[config.mk]
export PLATFORM = sky130hd
export DESIGN_NAME = gba_cart_bus_ctrl
export DESIGN_NICKNAME = d
export VERILOG_FILES = /design/src/rtl/gba_cart_bus_ctrl.sv
export SDC_FILE = /design/constraint.sdc
export NUM_CORES = 1
export LEC_CHECK = 0
export ABC_AREA = 1
export BUFFER_PORTS_ARGS = -buffer_cell sky130_fd_sc_hd__buf_4
export CORE_MARGIN = 2
export CORE_UTILIZATION = 55
export CTS_BUF_LIST = sky130_fd_sc_hd__clkbuf_16
export CTS_CLUSTER_SIZE = 20
export DETAILED_ROUTE_END_ITERATION = 8
export PLACE_DENSITY = 0.83
export RECOVER_POWER = 25
export SYNTH_ARGS = -nofsm -noshare
export SYNTH_HDL_FRONTEND = slang
export SYNTH_SLANG_ARGS = --single-unit
[constraint.sdc]
create_clock -name clk_74a -period 2 [get_ports clk_74a]
set_clock_uncertainty 0.1 [all_clocks]
set_input_delay 0 -clock clk_74a [delete_from_list [all_inputs] [get_ports clk_74a]]
set_output_delay 0 -clock clk_74a [all_outputs]
set_load 0.1 [all_outputs]
[src/rtl/gba_cart_bus_ctrl.sv]
// Game Pak bus sequencer: turns one 16/32-bit request into timed cartridge
// cycles. The first halfword is nonsequential (N_WAIT waits) and the second
// halfword of a word is sequential (S_WAIT waits). Strobes are active-high.
module gba_cart_bus_ctrl #(
  parameter int N_WAIT = 4,
  parameter int S_WAIT = 2
) (
  input  logic        clk_74a,
  input  logic        reset_n,
  input  logic        req_valid,
  output logic        req_ready,
  input  logic [24:0] req_addr,
  input  logic        req_write,
  input  logic        req_word,
  input  logic [31:0] req_wdata,
  output logic        rsp_valid,
  output logic [31:0] rsp_rdata,
  output logic [23:0] cart_addr,
  output logic        cart_cs,
  output logic        cart_rd,
  output logic        cart_wr,
  input  logic [15:0] cart_data_in,
  output logic [15:0] cart_data_out,
  output logic        cart_data_oe
);

  typedef enum logic [2:0] {
    ST_IDLE,
    ST_SETUP,
    ST_WAIT,
    ST_SAMPLE,
    ST_RESP
  } state_t;

  state_t      r_state;
  state_t      w_next;
  logic        w_ready;
  logic        w_busy;
  logic        w_rsp;
  logic        w_first_of_word;

  logic [3:0]  r_cnt;
  logic        r_write;
  logic        r_word;
  logic        r_half;
  logic [15:0] r_wdata_hi;
  logic [15:0] r_rd_lo;
  logic [23:0] r_cart_addr;
  logic [15:0] r_cart_dout;
  logic [31:0] r_rsp_rdata;

  // Byte lane select is meaningless on a 16-bit bus.
  logic        w_unused_addr0;
  assign w_unused_addr0 = req_addr[0];

  // A word access still has its second halfword to run.
  assign w_first_of_word = r_word && !r_half;

  // State register; reset forces IDLE so strobes drop immediately.
  always_ff @(posedge clk_74a or negedge reset_n) begin
    if (!reset_n) begin
      r_state <= ST_IDLE;
    end else begin
      r_state <= w_next;
    end
  end

  // Next-state and per-state control decode.
  always_comb begin
    w_next  = r_state;
    w_ready = 1'b0;
    w_busy  = 1'b0;
    w_rsp   = 1'b0;
    case (r_state)
      ST_IDLE: begin
        w_ready = 1'b1;
        if (req_valid) w_next = ST_SETUP;
      end
      ST_SETUP: begin
        w_busy = 1'b1;
        w_next = (N_WAIT == 0) ? ST_SAMPLE : ST_WAIT;
      end
      ST_WAIT: begin
        w_busy = 1'b1;
        if (r_cnt <= 4'd1) w_next = ST_SAMPLE;
      end
      ST_SAMPLE: begin
        w_busy = 1'b1;
        if (w_first_of_word) begin
          w_next = (S_WAIT == 0) ? ST_SAMPLE : ST_WAIT;
        end else begin
          w_next = ST_RESP;
        end
      end
      ST_RESP: begin
        w_rsp  = 1'b1;
        w_next = ST_IDLE;
      end
      default: w_next = ST_IDLE;
    endcase
  end

  // Request latch, wait counter, halfword sequencing and read capture.
  always_ff @(posedge clk_74a or negedge reset_n) begin
    if (!reset_n) begin
      r_cnt       <= 4'd0;
      r_write     <= 1'b0;
      r_word      <= 1'b0;
      r_half      <= 1'b0;
      r_wdata_hi  <= 16'd0;
      r_rd_lo     <= 16'd0;
      r_cart_addr <= 24'd0;
      r_cart_dout <= 16'd0;
      r_rsp_rdata <= 32'd0;
    end else begin
      case (r_state)
        ST_IDLE: begin
          if (req_valid) begin
            r_write     <= req_write;
            r_word      <= req_word;
            r_half      <= 1'b0;
            r_wdata_hi  <= req_wdata[31:16];
            r_cart_dout <= req_wdata[15:0];
            // Words are halfword-pair aligned; halves never carry.
            r_cart_addr <= {req_addr[24:2], req_word ? 1'b0 : req_addr[1]};
          end
        end
        ST_SETUP: begin
          r_cnt <= 4'(N_WAIT);
        end
        ST_WAIT: begin
          r_cnt <= r_cnt - 4'd1;
        end
        ST_SAMPLE: begin
          if (w_first_of_word) begin
            r_half         <= 1'b1;
            r_rd_lo        <= cart_data_in;
            r_cart_addr[0] <= 1'b1;
            r_cart_dout    <= r_wdata_hi;
            r_cnt          <= 4'(S_WAIT);
          end else if (!r_write) begin
            // Publish the whole result at once so rsp_rdata only changes
            // when a read completes.
            r_rsp_rdata <= r_word ? {cart_data_in, r_rd_lo} : {16'd0, cart_data_in};
          end
        end
        default: ;
      endcase
    end
  end

  assign req_ready     = w_ready;
  assign rsp_valid     = w_rsp;
  assign rsp_rdata     = r_rsp_rdata;
  assign cart_addr     = r_cart_addr;
  assign cart_cs       = w_busy;
  assign cart_rd       = w_busy && !r_write;
  assign cart_wr       = w_busy && r_write;
  assign cart_data_oe  = w_busy && r_write;
  assign cart_data_out = r_cart_dout;

endmodule

# After elaboration in Yosys (flattened, before gate mapping)
# Index checks and enable logic that the tools add are counted.
dict set report word_totals {
  out_inout_bits 78
  register_bits 114
  in_bits 78
  elab_cells 56
}
dict set report classes {
  n_reduce_logical 15
  add_sub_neg 1
  n_eq_ne 7
  bitwise 2
  mux 19
  n_lt_le_gt_ge 1
}
# operator n
set op_table {}
lappend op_table {{$mux W16} 2}
lappend op_table {{$mux W32} 1}
lappend op_table {{$pmux W16 S2} 1}
lappend op_table {{$pmux W3 S4} 1}
lappend op_table {{$pmux W4 S3} 1}
lappend op_table {{$mux W3} 3}
lappend op_table {{$reduce_and A2 Y1} 4}
lappend op_table {{$mux W1} 7}
lappend op_table {{$eq A3 B2 Y1 const B} 2}
lappend op_table {{$ne A2 B2 Y1 const B} 3}
lappend op_table {{$reduce_and A3 Y1} 2}
lappend op_table {{$le A4 B1 Y1 const B} 1}
lappend op_table {{$mux W4} 1}
lappend op_table {{$pmux W1 S2} 2}
lappend op_table {{$sub A4 B1 Y4 const B} 1}
lappend op_table {{$eq A3 B1 Y1 const B} 1}
lappend op_table {{$eq A3 B3 Y1 const B} 1}
lappend op_table {{$logic_and A1 B1 Y1} 3}
lappend op_table {{$logic_not A3 Y1} 1}
lappend op_table {{$reduce_bool A3 Y1} 1}
lappend op_table {{$reduce_or A3 Y1} 1}
lappend op_table {{$logic_not A1 Y1} 2}
lappend op_table {{$not A1 Y1} 2}
lappend op_table {{$reduce_bool A2 Y1} 1}

# Depth between registers and ports, before layout
# Gate-level depths: netlist (run 1).
dict set report depth {
  word_depth 4
  depth_mapped 8
  ltp_nobuf 8
}

# Worst setup path before layout (run 1)
# OpenSTA, ideal clock, no wires.
dict set report synth_path {
  path_type {register to output}
  from {reg r_state[0]}
  to {out rsp_valid}
  t_required_ns 1.900
  slack_ns -0.933
  stages_incl_launch_ff 4
  t_arrival_ns 2.833
  n_path_buf 2
  cell_sequence {dfrtp_1 -> buf_2 -> buf_2 -> nor3_1}
}
dict set report synth_between {
  elab_chain_len 2
}
# element line_no
set synth_rtl {}
lappend synth_rtl {{start, declared} 35} ;# state_t r_state;
lappend synth_rtl {{start signal, assigned} 64} ;# r_state <= w_next;
lappend synth_rtl {{$eq A3 B3 Y1} 74} ;# case (r_state)
lappend synth_rtl {{$mux W1} 74}
lappend synth_rtl {{end, declared} 16} ;# output logic rsp_valid,
# No other way between the ends.

# Worst setup path in the final report (run 1)
dict set report layout_path {
  from {reg r_state[0]}
  to {reg r_write}
}
dict set report layout_between {
  elab_chain_len 2
}
# element line_no
set layout_rtl {}
lappend layout_rtl {{$logic_not A3 Y1} 116} ;# case (r_state)
lappend layout_rtl {{$reduce_and A2 Y1 (no line)} n/a}
lappend layout_rtl {{end signal, assigned} 119} ;# r_write <= req_write;
lappend layout_rtl {{end, declared} 43} ;# logic r_write;
# No other way between the ends.
# A chain may end at the register's enable or synchronous reset.

==> flow_metrics.tcl, run 1 <==
set metrics [dict create \
    clockBufferDepth 2 \
    tritoncts "built" \
    grt_max_degree 56 \
    worstMarginPinSlew_ns 1.24 \
    die_x_um 100 \
    fmaxAchievable_ghz 0.521 \
    syn_avg_cell_area_um2 7.81 \
    end_kind "register" \
    status "completed" \
    avgViaCountPerCell 5.58 \
    yosysTopAreaCell "dfrtp_1" \
    yosysSeqAreaShare_pct 55.9 \
    finalHoldViolations 0 \
    synthTopCellsByCount "nand2_1, dfrtp_1, o21ai_0, inv_1, nand3_1" \
    gp_congestion 0.850 \
    slowest_delay_ns 0.56 \
    nNetsFinal 960 \
    numCtsBuffers 17 \
    synth_nets 733 \
    grt_util_met1_pct 44.0 \
    cap_violations 0 \
    synthCells 653 \
    min_period_ns 1.92 \
    clk_latency_ns 0.40 \
    numPortBuffers 154 \
    async_flop_share_pct 100 \
    cts_num_sinks 114 \
    antenna_found_initial 0 \
    coreArea_um2 9110 \
    ys_warn_count 0 \
    worstPathCellList "nor2_2 -> nand3_2 -> inv_2 -> nand2_1 -> dlygate4sd3_1 -> o21ai_0" \
    yosysMostFrequentCell "nand2_1" \
    chipHeight_um 100 \
    ant_nets 0 \
    met3_usage_pct 10.6 \
    timing.final.crit_share_pct 96.0 \
    wl_mm 17.5 \
    top_level_ports 156 \
    initial_core_util_pct 56.0 \
    root_buffer "clkbuf_16" \
    min_path_type "in -> reg" \
    pre_cts_slack_ns 0.417 \
    ys_types 19 \
    wl_per_cell_um 17.4 \
    num_rows 35 \
    synth_seq_cells 114 \
    worst_slack_ns 0.0792 \
    drive_above_1_share_pct 23.3 \
    synth_area_leaders "dfrtp_1, nand2_1, o21ai_0" \
    required_ns 2.21 \
    hpwl_mm 8.66 \
    dr_total_vias 5594 \
    area_delta_synth_final_pct 51.2 \
    setup_viol 0 \
    synth_edf_count 0 \
    netlist.area_leader.share_pct 55.9 \
    remaining_drc_errors 0 \
    tns_ns 0 \
    htree_levels 4 \
    final_util_pct 84.6 \
    n_antenna_cell 0 \
    post-route-cell-area_um2 7710 \
    ys.flop_type "dfrtp_1" \
    worstSetupPathType "reg -> reg" \
    rsz0062_at_grt "no" \
    grt-busiest-layer "met2" \
    crit_fanout 7 \
    cpMaxStageDelayCell "dlygate4sd3_1" \
    start_kind "register" \
    die_area_um2 10100 \
    placed_area_um2 6380 \
    cp_data_arrival_time_ns 2.13 \
    grt_pass1_vias 5587 \
    met2_usage_pct 60.2 \
    maxSlewViolCount 0 \
    slew_headroom_pct 17.1 \
    path_clk_slew_ns 0.06 \
    first_pass_iters 5 \
    grt_overflow 0 \
    grt_pass1_wl_mm 28.0 \
    first_iter_violations 401 \
    grt_usage_pct 36.4 \
    synthesis.area_um2 5100 \
]
## per-stage QoR
step | cells | hold WS, ns
CTS | 1003 | 0.0885
detailed placement | 895 | -0.0300
global placement | 895 | -0.0377
floorplan | 653 | -0.396
global route | 1003 | 0.228
finish | 1003 | 0.232
## layer usage
metal	routed length (um)	part of all wire [%]
met1	6450	37
met2	8660	50
met3	1640	9.4
met5	0	0
met4	730	4.2
## registers in the layout (all words and copies together) (netlist names)
name,flops
rsp_rdata,32
cart_addr,24
cart_data_out,16
r_rd_lo,16
r_wdata_hi,16
r_cnt,4
r_state,3
r_half,1
r_word,1
r_write,1
## final cells by class
| class | instances | area [um^2] |
|---|---|---|
| sequential | 114 | 2850 |
| timing repair buffer | 247 | 2060 |
| tap | 111 | 139 |
| clock buffer | 17 | 425 |
| inverter | 47 | 176 |
| multi-input combinational | 453 | 1910 |
| clock inverter | 14 | 148 |
| fill | 448 | 1400 |
## critical path: cells and delay by family (launching register included)
kind / cells / cell delay [ns]
DFF: 1 / 0.48
and+or+nand+nor: 3 / 0.41
AOI/OAI and AO/OA: 1 / 0.10
buffers and inverters: 2 / 0.73
## worst paths after layout
check	end	slack, ns	from	cells past startpoint
max	r_write$_DFFE_PN0P_	0.08	r_state[0]$_DFFE_PN0P_	6
min	cart_addr[12]$_DFFE_PN0P_	0.23	req_addr[13]	4
max reg2reg	r_write$_DFFE_PN0P_	0.08	r_state[0]$_DFFE_PN0P_	6
min reg2reg	rsp_rdata[23]$_DFFE_PN0P_	0.39	rsp_rdata[23]$_DFFE_PN0P_	2
max in group asynchronous	r_rd_lo[14]$_DFFE_PN0P_	0.41	reset_n	3
min in group asynchronous	rsp_rdata[7]$_DFFE_PN0P_	0.29	reset_n	2
## cell usage in the layout (no fill, tap or decap)
cell type,synthesis,final
nand2_1,323,322
buf_4,2,165
dfrtp_1,114,114
dlygate4sd3_1,0,77
o21ai_0,52,51
inv_1,45,46
nand3_1,23,22
o21ai_1,17,18
clkbuf_16,0,17
nand4_1,16,16
nor2_1,14,12
nor2_2,2,4
clkinv_2,0,4
clkinv_1,0,3
bufinv_16,0,3
clkinvlp_4,0,3
inv_2,2,2
nand3_2,1,2
nand2_2,1,2
ha_1,2,2
clkbuf_2,0,2
buf_6,0,2
nor3_2,0,1
a21oi_1,1,1
buf_12,0,1
## logic make-up after synthesis
| kind of cell | share of synthesized area [%] |
|---|---|
| AND/OR/NAND/NOR | 29.7 |
| flip-flops | 55.9 |
| buffers and inverters | 7.02 |
| AO/OA/AOI/OAI | 6.87 |
| adder cells (fa/ha/maj) | 0.491 |
## timing repair
action,in CTS,in global routing
hold endpoints to repair,156,0
endpoints found under the setup margin,0,3
hold buffers,77,0
buffers inserted,0,0
resized for setup,0,2
Power of run 1 is not shown: default switching activity piles up to over one toggle a cycle in this logic, so the estimate is an artifact.
==> run 2, diff against run 1 <==
--- a/config.mk
+++ b/config.mk
@@ -7,12 +7,13 @@
 export LEC_CHECK = 0
 export ABC_AREA = 1
 export BUFFER_PORTS_ARGS = -buffer_cell sky130_fd_sc_hd__buf_4
+export CORE_ASPECT_RATIO = 1.5
 export CORE_MARGIN = 2
 export CORE_UTILIZATION = 55
 export CTS_BUF_LIST = sky130_fd_sc_hd__clkbuf_16
 export CTS_CLUSTER_SIZE = 20
 export DETAILED_ROUTE_END_ITERATION = 8
-export PLACE_DENSITY = 0.83
+export PLACE_DENSITY = 0.89
 export RECOVER_POWER = 25
 export SYNTH_ARGS = -nofsm -noshare
 export SYNTH_HDL_FRONTEND = slang
==> flow_metrics.tcl, run 2 (synthesis gave the netlist of run 1 again) <==
set metrics [dict create \
    status "completed" \
    layout_commonest_cell "nand2_1" \
    clockBufferDepth 2 \
    pre_cts_slack_ns 0.273 \
    grt_pass1_vias 5725 \
    fillers 476 \
    avgViaCountPerCell 5.69 \
    fmaxAchievable_ghz 0.517 \
    root_buffer "clkbuf_16" \
    numPortBuffers 154 \
    grt_usage_pct 38.7 \
    min_period_ns 1.93 \
    crit_fanout 13 \
    numCtsBuffers 17 \
    start_kind "register" \
    first_pass_iters 6 \
    required_ns 1.90 \
    grt_pass1_wl_mm 28.6 \
    end_kind "output pin" \
    worstPathCellList "o21ai_0 -> nor2_2 -> buf_4" \
    worstMarginPinSlew_ns 0.958 \
    htree_levels 4 \
    antenna_found_initial 0 \
    clk_latency_ns 0.42 \
    n_antenna_cell 0 \
    setup_viol 0 \
    chipHeight_um 122 \
    cp_data_arrival_time_ns 1.83 \
    largest_register_ffs 32 \
    coreArea_um2 9150 \
    timing.final.crit_share_pct 96.7 \
    maxSlewViolCount 0 \
    dr_total_vias 5709 \
    area_delta_synth_final_pct 50.8 \
    layout_common_cells "nand2_1, buf_4, dfrtp_1" \
    die_x_um 82.6 \
    min_path_type "in -> reg" \
    first_iter_violations 618 \
    cpMaxStageDelayCell "dfrtp_1" \
    initial_core_util_pct 55.8 \
    ant_nets 0 \
    rsz0062_at_grt "no" \
    cts_num_sinks 114 \
    finalHoldViolations 0 \
    path_clk_slew_ns 0.06 \
    top_level_ports 156 \
    nNetsFinal 960 \
    holdWs_ns 0.237 \
    drive_above_1_share_pct 23.3 \
    grt_overflow 0 \
    tritoncts "built" \
    hpwl_mm 8.92 \
    wl_mm 18.7 \
    die_area_um2 10100 \
    slew_headroom_pct 36.1 \
    worst_slack_ns 0.0668 \
    wl_per_cell_um 18.6 \
    gp_congestion 0.909 \
    num_rows 43 \
    grt_max_degree 57 \
    worstSetupPathType "reg -> out" \
    remaining_drc_errors 0 \
    cap_violations 0 \
    slowest_delay_ns 0.63 \
]
==> run 2: changes by cell type in the layout (fill, tap and decap cells not counted), sizes merged <==
cell / before / now
clkinvlp: 3 / 2
clkbuf: 19 / 21
bufinv: 3 / 2
buf: 168 / 167
clkinv: 7 / 9
dlygate4sd3: 77 / 76
==> run 2: repair_timing <==
item                                    4_1_cts  5_1_grt
endpoints found under the setup margin        0        3
setup buffers                                 0        0
endpoints found under the hold margin       221        0
hold buffers                                 77        0
gates resized for setup                       0        3
==> run 2: path summary, 6_finish.rpt <==
kind                                             start                      endpoint  slack, ns  depth (start not counted)
worst max-delay path            r_state[1]$_DFFE_PN0P_                       cart_wr       0.07                          3
worst min-delay path                       req_addr[6]      cart_addr[5]$_DFFE_PN0P_       0.24                          4
worst max register to register  r_state[1]$_DFFE_PN0P_  cart_data_out[7]$_DFFE_PN0P_       0.09                          5
worst min register to register  r_rd_lo[9]$_DFFE_PN0P_        r_rd_lo[9]$_DFFE_PN0P_       0.39                          2
max in group asynchronous                      reset_n  cart_data_out[1]$_DFFE_PN0P_       0.64                          3
min in group asynchronous                      reset_n     cart_addr[21]$_DFFE_PN0P_       0.34                          3
==> run 2: critical path: cells and delay by family, from the launching register on <==
family	cells	cell delay, ns
AO/OA/AOI/OAI	1	0.27
flip-flops	1	0.63
buffers and inverters	1	0.32
AND/OR/NAND/NOR	1	0.20
==> run 2: layer usage <==
layer	share of wire, %	up-vias	track usage (%)
met5	0	-	0
met4	6.1	0	21.9
met3	10	118	12.7
met2	50	476	63.3
met1	34	2632	43.5
li1	-	2483	-
==> run 2: metrics by stage <==
stage               cells  setup TNS, ns  util (%)  instance area, um^2
finish               1004              0      84.1                 7690
global route         1004              0      84.1                 7690
CTS                  1004              0      84.3                 7710
detailed placement    896              0      69.7                 6380
global placement      896              0      69.7                 6380
floorplan             653         -0.624         -                 5110
==> run 2: cell type report <==
type / count / area (um^2) / area share, %
Clock buffer: 17 / 425 / 5.53
Clock inverter: 14 / 125 / 1.63
Inverter: 47 / 180 / 2.34
Multi-Input combinational cell: 453 / 1910 / 24.8
Sequential cell: 114 / 2850 / 37.1
Tap cell: 112 / 140 / 1.82
Timing Repair Buffer: 247 / 2060 / 26.8
Power of run 2 is left out for the same reason.
==> run 3, diff against run 2 <==
==> constraint.sdc (replaced) <==
create_clock -name clk_74a -period 2 [get_ports clk_74a]
set_clock_uncertainty 0.1 [all_clocks]
set_input_delay 0.3 -clock clk_74a [delete_from_list [all_inputs] [get_ports clk_74a]]
set_output_delay 0.3 -clock clk_74a [all_outputs]
set_load 0.1 [all_outputs]
==> flow_metrics.tcl, run 3 (synthesis gave the netlist of run 1 again) <==
set metrics [dict create \
    numCtsBuffers 17 \
    coreArea_um2 9150 \
    root_buffer "clkbuf_16" \
    setup_viol 0 \
    top_level_ports 156 \
    finalHoldViolations 0 \
    grt_pass1_wl_mm 24.8 \
    wl_mm 15.2 \
    r2r_slack_ns 0.25 \
    grt_max_degree 55 \
    path_clk_slew_ns 0.05 \
    first_pass_iters 6 \
    fmaxAchievable_ghz 0.519 \
    remaining_drc_errors 0 \
    layout_commonest_cell "nand2_1" \
    die_area_um2 10100 \
    cp_data_arrival_time_ns 1.53 \
    worstSetupPathType "reg -> out" \
    timing.final.crit_share_pct 96.3 \
    area_delta_synth_final_pct 45.1 \
    num_rows 43 \
    ant_nets 0 \
    antenna_found_initial 0 \
    worstMarginPinSlew_ns 0.957 \
    initial_core_util_pct 55.8 \
    cts_num_sinks 114 \
    final_util_pct 80.9 \
    n_antenna_cell 0 \
    first_iter_violations 393 \
    placed_cells 895 \
    min_period_ns 1.93 \
    gp_congestion 0.891 \
    post_cts.repair.setup_buffers 0 \
    layout.cells.non_filler 963 \
    numPortBuffers 154 \
    tritoncts "built" \
    crit_fanout 19 \
    clk_latency_ns 0.41 \
    cap_violations 0 \
    required_ns 1.60 \
    pre_cts_slack_ns 0.210 \
    layout_common_cells "nand2_1, buf_4, dfrtp_1" \
    grt-busiest-layer "met2" \
    met2_usage_pct 53.4 \
    drive_above_1_share_pct 24.9 \
    status "completed" \
    grt_overflow 0 \
    clockBufferDepth 2 \
    hpwl_mm 8.93 \
    dr_total_vias 5214 \
    grt_pass1_vias 5247 \
    grt_util_met1_pct 37.7 \
    end_kind "output pin" \
    worst_slack_ns 0.0737 \
    slew_headroom_pct 36.2 \
    largest_register_ffs 32 \
    maxSlewViolCount 0 \
    met3_usage_pct 11.0 \
    grt_usage_pct 32.4 \
    rsz0062_at_grt "no" \
    die_x_um 82.6 \
    start_kind "register" \
    avgViaCountPerCell 5.41 \
    htree_levels 4 \
    wl_per_cell_um 15.8 \
    chipHeight_um 122 \
    min_path_type "in -> reg" \
    nNetsFinal 919 \
]
-- run 3: final cells by class --
type,instances,area [um^2]
multi-input combinational,453,1930
inverter,47,176
timing repair buffer,206,1700
tap,112,140
clock inverter,14,174
fill,525,1750
sequential,114,2850
clock buffer,17,425
-- run 3: path summary, 6_finish.rpt --
path	from	endpoint	depth (start not counted)
worst min register to register	r_rd_lo[4]$_DFFE_PN0P_	r_rd_lo[4]$_DFFE_PN0P_	2
worst min-delay path	req_wdata[20]	r_wdata_hi[4]$_DFFE_PN0P_	3
max in group asynchronous	reset_n	r_state[1]$_DFFE_PN0P_	3
min in group asynchronous	reset_n	r_write$_DFFE_PN0P_	2
worst max register to register	r_state[1]$_DFFE_PN0P_	cart_data_out[0]$_DFFE_PN0P_	6
worst max-delay path	r_state[0]$_DFFE_PN0P_	rsp_valid	3
-- run 3: timing repair --
| action | CTS | global route |
|---|---|---|
| endpoints found under the setup margin | 4 | 2 |
| hold endpoints to repair | 57 | 0 |
| hold buffers | 37 | 0 |
| resized for setup | 12 | 4 |
| pin swaps | 1 | 0 |
-- run 3: critical path: stages (launching register included) --
cell and delay [ns]:
dfrtp_1 0.46, buf_6 0.21, nor3_4 0.24, buf_12 0.21
-- run 3: per-stage QoR --
stage	cell area [um^2]	hold WS (ns)	TNS, ns
after floorplan	5140	-0.0956	-0.0722
after global placement	6400	0.122	0
after detailed placement	6400	0.128	0
after CTS	7410	0.00181	0
after global routing	7400	0.0113	0
final	7400	0.0154	0
-- run 3: layer usage --
metal	wire (um)	up-vias
li1	-	2409
met1	5400	2470
met2	7990	281
met3	1340	54
met4	520	0
met5	0	-
Power of run 3 is left out for the same reason.
